**src/rtl/stream_rr_dist_pkg.sv**
```systemverilog
// stream_rr_dist_pkg
//   Shared defaults and a reference round-robin search for the
//   stream_rr_distributor block.
//   - NumOutDefault / DataWidthDefault : default parameter values.
//   - MaxNumOut                        : widest enable mask next_enabled_idx accepts.
//   - next_enabled_idx(rr, en, num_out): first enabled port after rr, with wrap-around.
package stream_rr_dist_pkg;

  localparam int unsigned NumOutDefault    = 4;
  localparam int unsigned DataWidthDefault = 32;
  localparam int unsigned MaxNumOut        = 32;

  // Scans rr+1 .. num_out-1, then 0 .. rr. rr is picked only when it is
  // the sole enabled port. Returns 0 when nothing is enabled.
  function automatic int unsigned next_enabled_idx(
    input int unsigned          rr,
    input logic [MaxNumOut-1:0] en,
    input int unsigned          num_out
  );
    int unsigned j;
    next_enabled_idx = 0;
    for (int unsigned k = num_out; k >= 1; k--) begin
      j = (rr + k) % num_out;
      if (en[j]) next_enabled_idx = j;
    end
  endfunction

endpackage

```
**src/rtl/stream_rr_dist_sel.sv**
```systemverilog
// stream_rr_dist_sel
//   Combinational wrap-around search for the next target port.
//   Ports:
//     en       in  [NumOut-1:0]   enable mask
//     rr       in  [IdxWidth-1:0] last loaded target
//     next_idx out [IdxWidth-1:0] first enabled port after rr (wrapping)
//     any_en   out                at least one port enabled
module stream_rr_dist_sel
  import stream_rr_dist_pkg::*;
#(
  parameter int unsigned NumOut   = NumOutDefault,
  parameter int unsigned IdxWidth = (NumOut > 1) ? $clog2(NumOut) : 1
) (
  input  logic [NumOut-1:0]   en,
  input  logic [IdxWidth-1:0] rr,
  output logic [IdxWidth-1:0] next_idx,
  output logic                any_en
);

  logic [NumOut-1:0]   upper_mask;
  logic [NumOut-1:0]   lower_mask;
  logic [IdxWidth-1:0] upper_idx;
  logic [IdxWidth-1:0] lower_idx;
  logic                upper_any;
  logic                lower_any;

  // Split the enables around rr: ports after rr have priority, the ports
  // up to and including rr are only used once the upper half is empty.
  for (genvar gi = 0; gi < NumOut; gi++) begin : g_mask
    assign upper_mask[gi] = en[gi] & (IdxWidth'(gi) >  rr);
    assign lower_mask[gi] = en[gi] & (IdxWidth'(gi) <= rr);
  end

  // Two lowest-set-bit encoders; iterating downward lets the lowest index win.
  always_comb begin
    upper_idx = '0;
    upper_any = 1'b0;
    lower_idx = '0;
    lower_any = 1'b0;
    for (int i = NumOut - 1; i >= 0; i--) begin
      if (upper_mask[i]) begin
        upper_idx = IdxWidth'(i);
        upper_any = 1'b1;
      end
      if (lower_mask[i]) begin
        lower_idx = IdxWidth'(i);
        lower_any = 1'b1;
      end
    end
  end

  assign next_idx = upper_any ? upper_idx : lower_idx;
  assign any_en   = upper_any | lower_any;

endmodule

```
**src/rtl/stream_rr_distributor.sv**
```systemverilog
// stream_rr_distributor
//   Spreads one valid/ready stream over NumOut ports in round-robin order,
//   skipping ports masked off by en_i. The output slot is registered, so
//   valid_o/data_o/idx_o stay stable until the item is taken.
//   Optional macro STREAM_RR_DIST_SPILL_EN adds a one-entry skid in front of
//   the slot so ready_o no longer depends combinationally on ready_i.
//   Ports:
//     clk_i, rst_ni  clock (rising edge), asynchronous active-low reset
//     flush_i        synchronous drop of held items and round-robin state
//     en_i           per-port enable mask for target selection
//     valid_i/ready_o/data_i   upstream stream
//     valid_o/ready_i          per-port handshake, valid_o one-hot or zero
//     data_o         payload, broadcast to all ports
//     idx_o          target port of the held item
module stream_rr_distributor
  import stream_rr_dist_pkg::*;
#(
  parameter int unsigned NumOut    = NumOutDefault,
  parameter int unsigned DataWidth = DataWidthDefault,
  parameter type         DataType  = logic [DataWidth-1:0],
  parameter int unsigned IdxWidth  = (NumOut > 1) ? $clog2(NumOut) : 1,
  parameter type         idx_t     = logic [IdxWidth-1:0]
) (
  input  logic              clk_i,
  input  logic              rst_ni,
  input  logic              flush_i,
  input  logic [NumOut-1:0] en_i,
  input  logic              valid_i,
  output logic              ready_o,
  input  DataType           data_i,
  output logic [NumOut-1:0] valid_o,
  input  logic [NumOut-1:0] ready_i,
  output DataType           data_o,
  output idx_t              idx_o
);

  localparam idx_t RrReset = idx_t'(NumOut - 1);

  logic    slot_valid_q;
  DataType slot_data_q;
  idx_t    slot_tgt_q;
  idx_t    rr_q;

  idx_t    next_idx;
  logic    any_en;
  logic    pop;
  logic    accept;
  logic    slot_load;
  DataType slot_load_data;

  stream_rr_dist_sel #(
    .NumOut  (NumOut),
    .IdxWidth(IdxWidth)
  ) i_sel (
    .en      (en_i),
    .rr      (rr_q),
    .next_idx(next_idx),
    .any_en  (any_en)
  );

  assign pop    = slot_valid_q & ready_i[slot_tgt_q];
  assign accept = valid_i & ready_o;

`ifdef STREAM_RR_DIST_SPILL_EN
  logic    skid_valid_q;
  DataType skid_data_q;
  logic    slot_free;
  logic    skid_drain;
  logic    skid_load;

  // The skid always drains before new input reaches the slot, which keeps
  // order. A skid item waits if no port is enabled, since it has no target yet.
  assign slot_free      = ~slot_valid_q | pop;
  assign ready_o        = any_en & ~flush_i & ~skid_valid_q;
  assign skid_drain     = skid_valid_q & slot_free & any_en;
  assign slot_load      = skid_drain | (accept & slot_free);
  assign slot_load_data = skid_valid_q ? skid_data_q : data_i;
  assign skid_load      = accept & ~slot_free;

  always_ff @(posedge clk_i or negedge rst_ni) begin
    if (!rst_ni) begin
      skid_valid_q <= 1'b0;
      skid_data_q  <= '0;
    end else if (flush_i) begin
      skid_valid_q <= 1'b0;
    end else if (skid_load) begin
      skid_valid_q <= 1'b1;
      skid_data_q  <= data_i;
    end else if (skid_drain) begin
      skid_valid_q <= 1'b0;
    end
  end
`else
  assign ready_o        = any_en & ~flush_i & (~slot_valid_q | pop);
  assign slot_load      = accept;
  assign slot_load_data = data_i;
`endif

  // Target is fixed at load time; en_i changes never retarget a held item.
  always_ff @(posedge clk_i or negedge rst_ni) begin
    if (!rst_ni) begin
      slot_valid_q <= 1'b0;
      slot_data_q  <= '0;
      slot_tgt_q   <= '0;
      rr_q         <= RrReset;
    end else if (flush_i) begin
      slot_valid_q <= 1'b0;
      rr_q         <= RrReset;
    end else if (slot_load) begin
      slot_valid_q <= 1'b1;
      slot_data_q  <= slot_load_data;
      slot_tgt_q   <= next_idx;
      rr_q         <= next_idx;
    end else if (pop) begin
      slot_valid_q <= 1'b0;
    end
  end

  for (genvar gi = 0; gi < NumOut; gi++) begin : g_valid
    assign valid_o[gi] = slot_valid_q & (slot_tgt_q == idx_t'(gi));
  end

  assign data_o = slot_data_q;
  assign idx_o  = slot_tgt_q;

endmodule

```
**config.mk**
```make
export PLATFORM = sky130hd
export DESIGN_NAME = stream_rr_distributor
export DESIGN_NICKNAME = d
export VERILOG_FILES = /design/src/rtl/stream_rr_dist_pkg.sv /design/src/rtl/stream_rr_dist_sel.sv /design/src/rtl/stream_rr_distributor.sv
export SDC_FILE = /design/constraint.sdc
export NUM_CORES = 1
export LEC_CHECK = 0
export CORE_MARGIN = 2
export CORE_UTILIZATION = 41
export CTS_BUF_LIST = sky130_fd_sc_hd__clkbuf_16
export DETAILED_ROUTE_END_ITERATION = 8
export GPL_ROUTABILITY_DRIVEN = 0
export GPL_TIMING_DRIVEN = 1
export PLACE_DENSITY = 0.84
export SKIP_CTS_REPAIR_TIMING = 1
export SLEW_MARGIN = 20
export SYNTH_ARGS = -nofsm -noshare
export SYNTH_HDL_FRONTEND = slang
export SYNTH_SLANG_ARGS = --single-unit
```
**constraint.sdc**
```tcl
create_clock -name clk_i -period 4.8 [get_ports clk_i]
set_clock_uncertainty 0.1 [all_clocks]
set_input_delay 0.96 -clock clk_i [delete_from_list [all_inputs] [get_ports clk_i]]
set_output_delay 0.96 -clock clk_i [all_outputs]
set_load 0.02 [all_outputs]
```
==> results.json <==
{
  "wl_um": 3660,
  "final_hold_viol_count": 0,
  "synth.area.top_cells": "dfrtp_1 56%, mux2_2 20%, mux2_4 4.8%, dfstp_2 3.4%, nand2b_1 1.6%",
  "wire_per_inst_um": 15.3,
  "holdPathStages": 1,
  "holdCritStartpoint": "data_o[27]",
  "avgSynthCellArea_um2": 14.9,
  "grt_pass1_wl_um": 5800,
  "maxCapViolCount": 0,
  "ir_worst_vdd_mv": 0.263,
  "cp-end-kind": "output port",
  "power_mw": 1.17,
  "maxSlewViolCount": 0,
  "synth_nets": 148,
  "dr_total_vias": 1160,
  "rr_startpoint": "idx_o[0]",
  "fin_nets": 234,
  "tritoncts": "built",
  "relSlewSlack_pct": 48.8,
  "worst_pin_slew_ns": 0.768,
  "period_needed_ns": 3.84,
  "ioPinCount": 83,
  "syn-cell-area_mm2": 0.00155,
  "placed_cells": 231,
  "cp.required_ns": 3.74,
  "drt_pre_antenna_iters": 4,
  "clock_path_buffers": 2,
  "drtAntennaViolNets": 0,
  "drt-initial-drc-count": 95,
  "cts_sinks": 37,
  "final_cells": 239,
  "grt_util_all_layers_pct": 18.6,
  "core_mm2": 0.00366,
  "drive_gt1_share_pct": 23.0,
  "vias_per_cell": 4.85,
  "grt_max_degree": 38,
  "row_count": 22,
  "initial_core_util_pct": 42.3,
  "synth_seq_area_share_pct": 59.9,
  "clock_latency_ns": 0.27,
  "area_growth_pct": 65.5,
  "fmax_ghz": 0.261,
  "synth_top_cell_area_share_pct": 56.5,
  "critPathKind": "input port to output port",
  "die_w_um": 65.5,
  "leakagePower_nw": 1.09,
  "cp_max_fo": 5,
  "status": "finished, final reports clean",
  "grt_pass1_vias": 1168,
  "clkTransAtPathRegs_ns": 0.05,
  "critPathLaunchType": "input port",
  "hpwlAfterDp_um": 2750,
  "dp_slack_ns": 0.992,
  "r2r_cells": 4,
  "die-area_mm2": 0.00429,
  "portBuffers": 82,
  "antenna_found_initial": 0,
  "crit_path_start": "en_i[3]",
  "yosysUniqueCellTypes": 23,
  "final_cell_mix": "81 x clkdlybuf4s50_1, 35 x dfrtp_1, 27 x mux2_2",
  "arrival_ns": 2.78,
  "setup-tns-final_ns": 0,
  "rsz0062_at_grt": "no",
  "synth-seq-cells": 37,
  "drc": 0,
  "cts-buffers-inserted": 5,
  "period_share_pct": 79.9,
  "syn_inst": 104,
  "p_per_area_mw_per_mm2": 455,
  "hold_path_class": "flip-flop to flip-flop",
  "ys_warn_count": 0,
  "htree_levels": 2,
  "yosysTopAreaCell": "dfrtp_1",
  "setup_slack_ns": 0.964,
  "final_common_cell": "clkdlybuf4s50_1",
  "setup_viol": 0,
  "root_buffer": "clkbuf_16",
  "global_route.overflow_total": 0,
  "diodes": 0,
  "die_h_um": 65.5
}
## cell type report
class / count / area [um^2]
clock buffer: 5 / 125
clock inverter: 3 / 37.5
fill: 253 / 1090
inverter: 3 / 11.3
multi-input combinational: 60 / 581
sequential: 37 / 928
tap: 48 / 60.1
timing repair buffer: 83 / 823
## routing by layer
metal	track usage (%)	wire, um	share of wire (%)	vias to the layer above
li1	-	-	-	546
met1	20.8	1410	39	569
met2	32.5	2010	55	43
met3	5.14	198	5.4	2
met4	8.85	41	1.1	0
met5	0	0	0	-
## cells by family after synthesis
family / after synthesis / share of synthesized area, %
compound gates: 10 / 4.92
flops: 37 / 59.9
buf+inv: 7 / 3.39
simple gates: 17 / 5.89
mux: 33 / 25.9
## sequential cells by signal, indices dropped and copies added (netlist names)
name and cells:
data_o 32, idx_o 2, rr_q 2, slot_valid_q 1
## synth_stat cells
library cell  count
dfstp_2           2
or3_1             1
o2111ai_2         1
or4_1             1
nor4_1            1
nand2_1           3
inv_1             3
o211a_1           2
a21oi_1           4
nor2_1            2
buf_6             1
o22ai_1           1
nor3_1            3
o31ai_1           1
and3_1            2
dfrtp_1          35
buf_4             2
buf_8             1
nand2b_1          4
mux2_2           27
mux4_2            1
a21boi_0          1
mux2_4            5
## stage by stage
| stage | utilization, % | hold slack [ns] | area, um^2 |
|---|---|---|---|
| after CTS | 70.1 | 0.405 | 2570 |
| after global placement | 65.7 | 0.389 | 2400 |
| final | 70.1 | 0.398 | 2570 |
| after global routing | 70.1 | 0.419 | 2570 |
| after detailed placement | 65.7 | 0.393 | 2400 |
| after floorplan | - | 0.407 | 1550 |
## where the power goes
group          switching [mW]  leakage, nW  internal (mW)
sequential             0.0407        0.433          0.384
clock                   0.110       0.0826          0.241
combinational           0.174        0.571          0.219
## path summary, 6_finish.rpt
kind | end | slack (ns)
min in group asynchronous | data_o[14] | 0.67
worst max register to register | data_o[7] | 2.24
worst min-delay path | data_o[27] | 0.40
max in group asynchronous | data_o[2] | 3.45
worst min register to register | data_o[27] | 0.40
worst max-delay path | ready_o | 0.96
## critical path, stage by stage
cell             delay, ns
clkdlybuf4s50_1       0.48
or4_1                 0.64
o211a_1               0.17
clkdlybuf4s50_1       0.53
No activity file was read; power rests on OpenSTA's default activity.
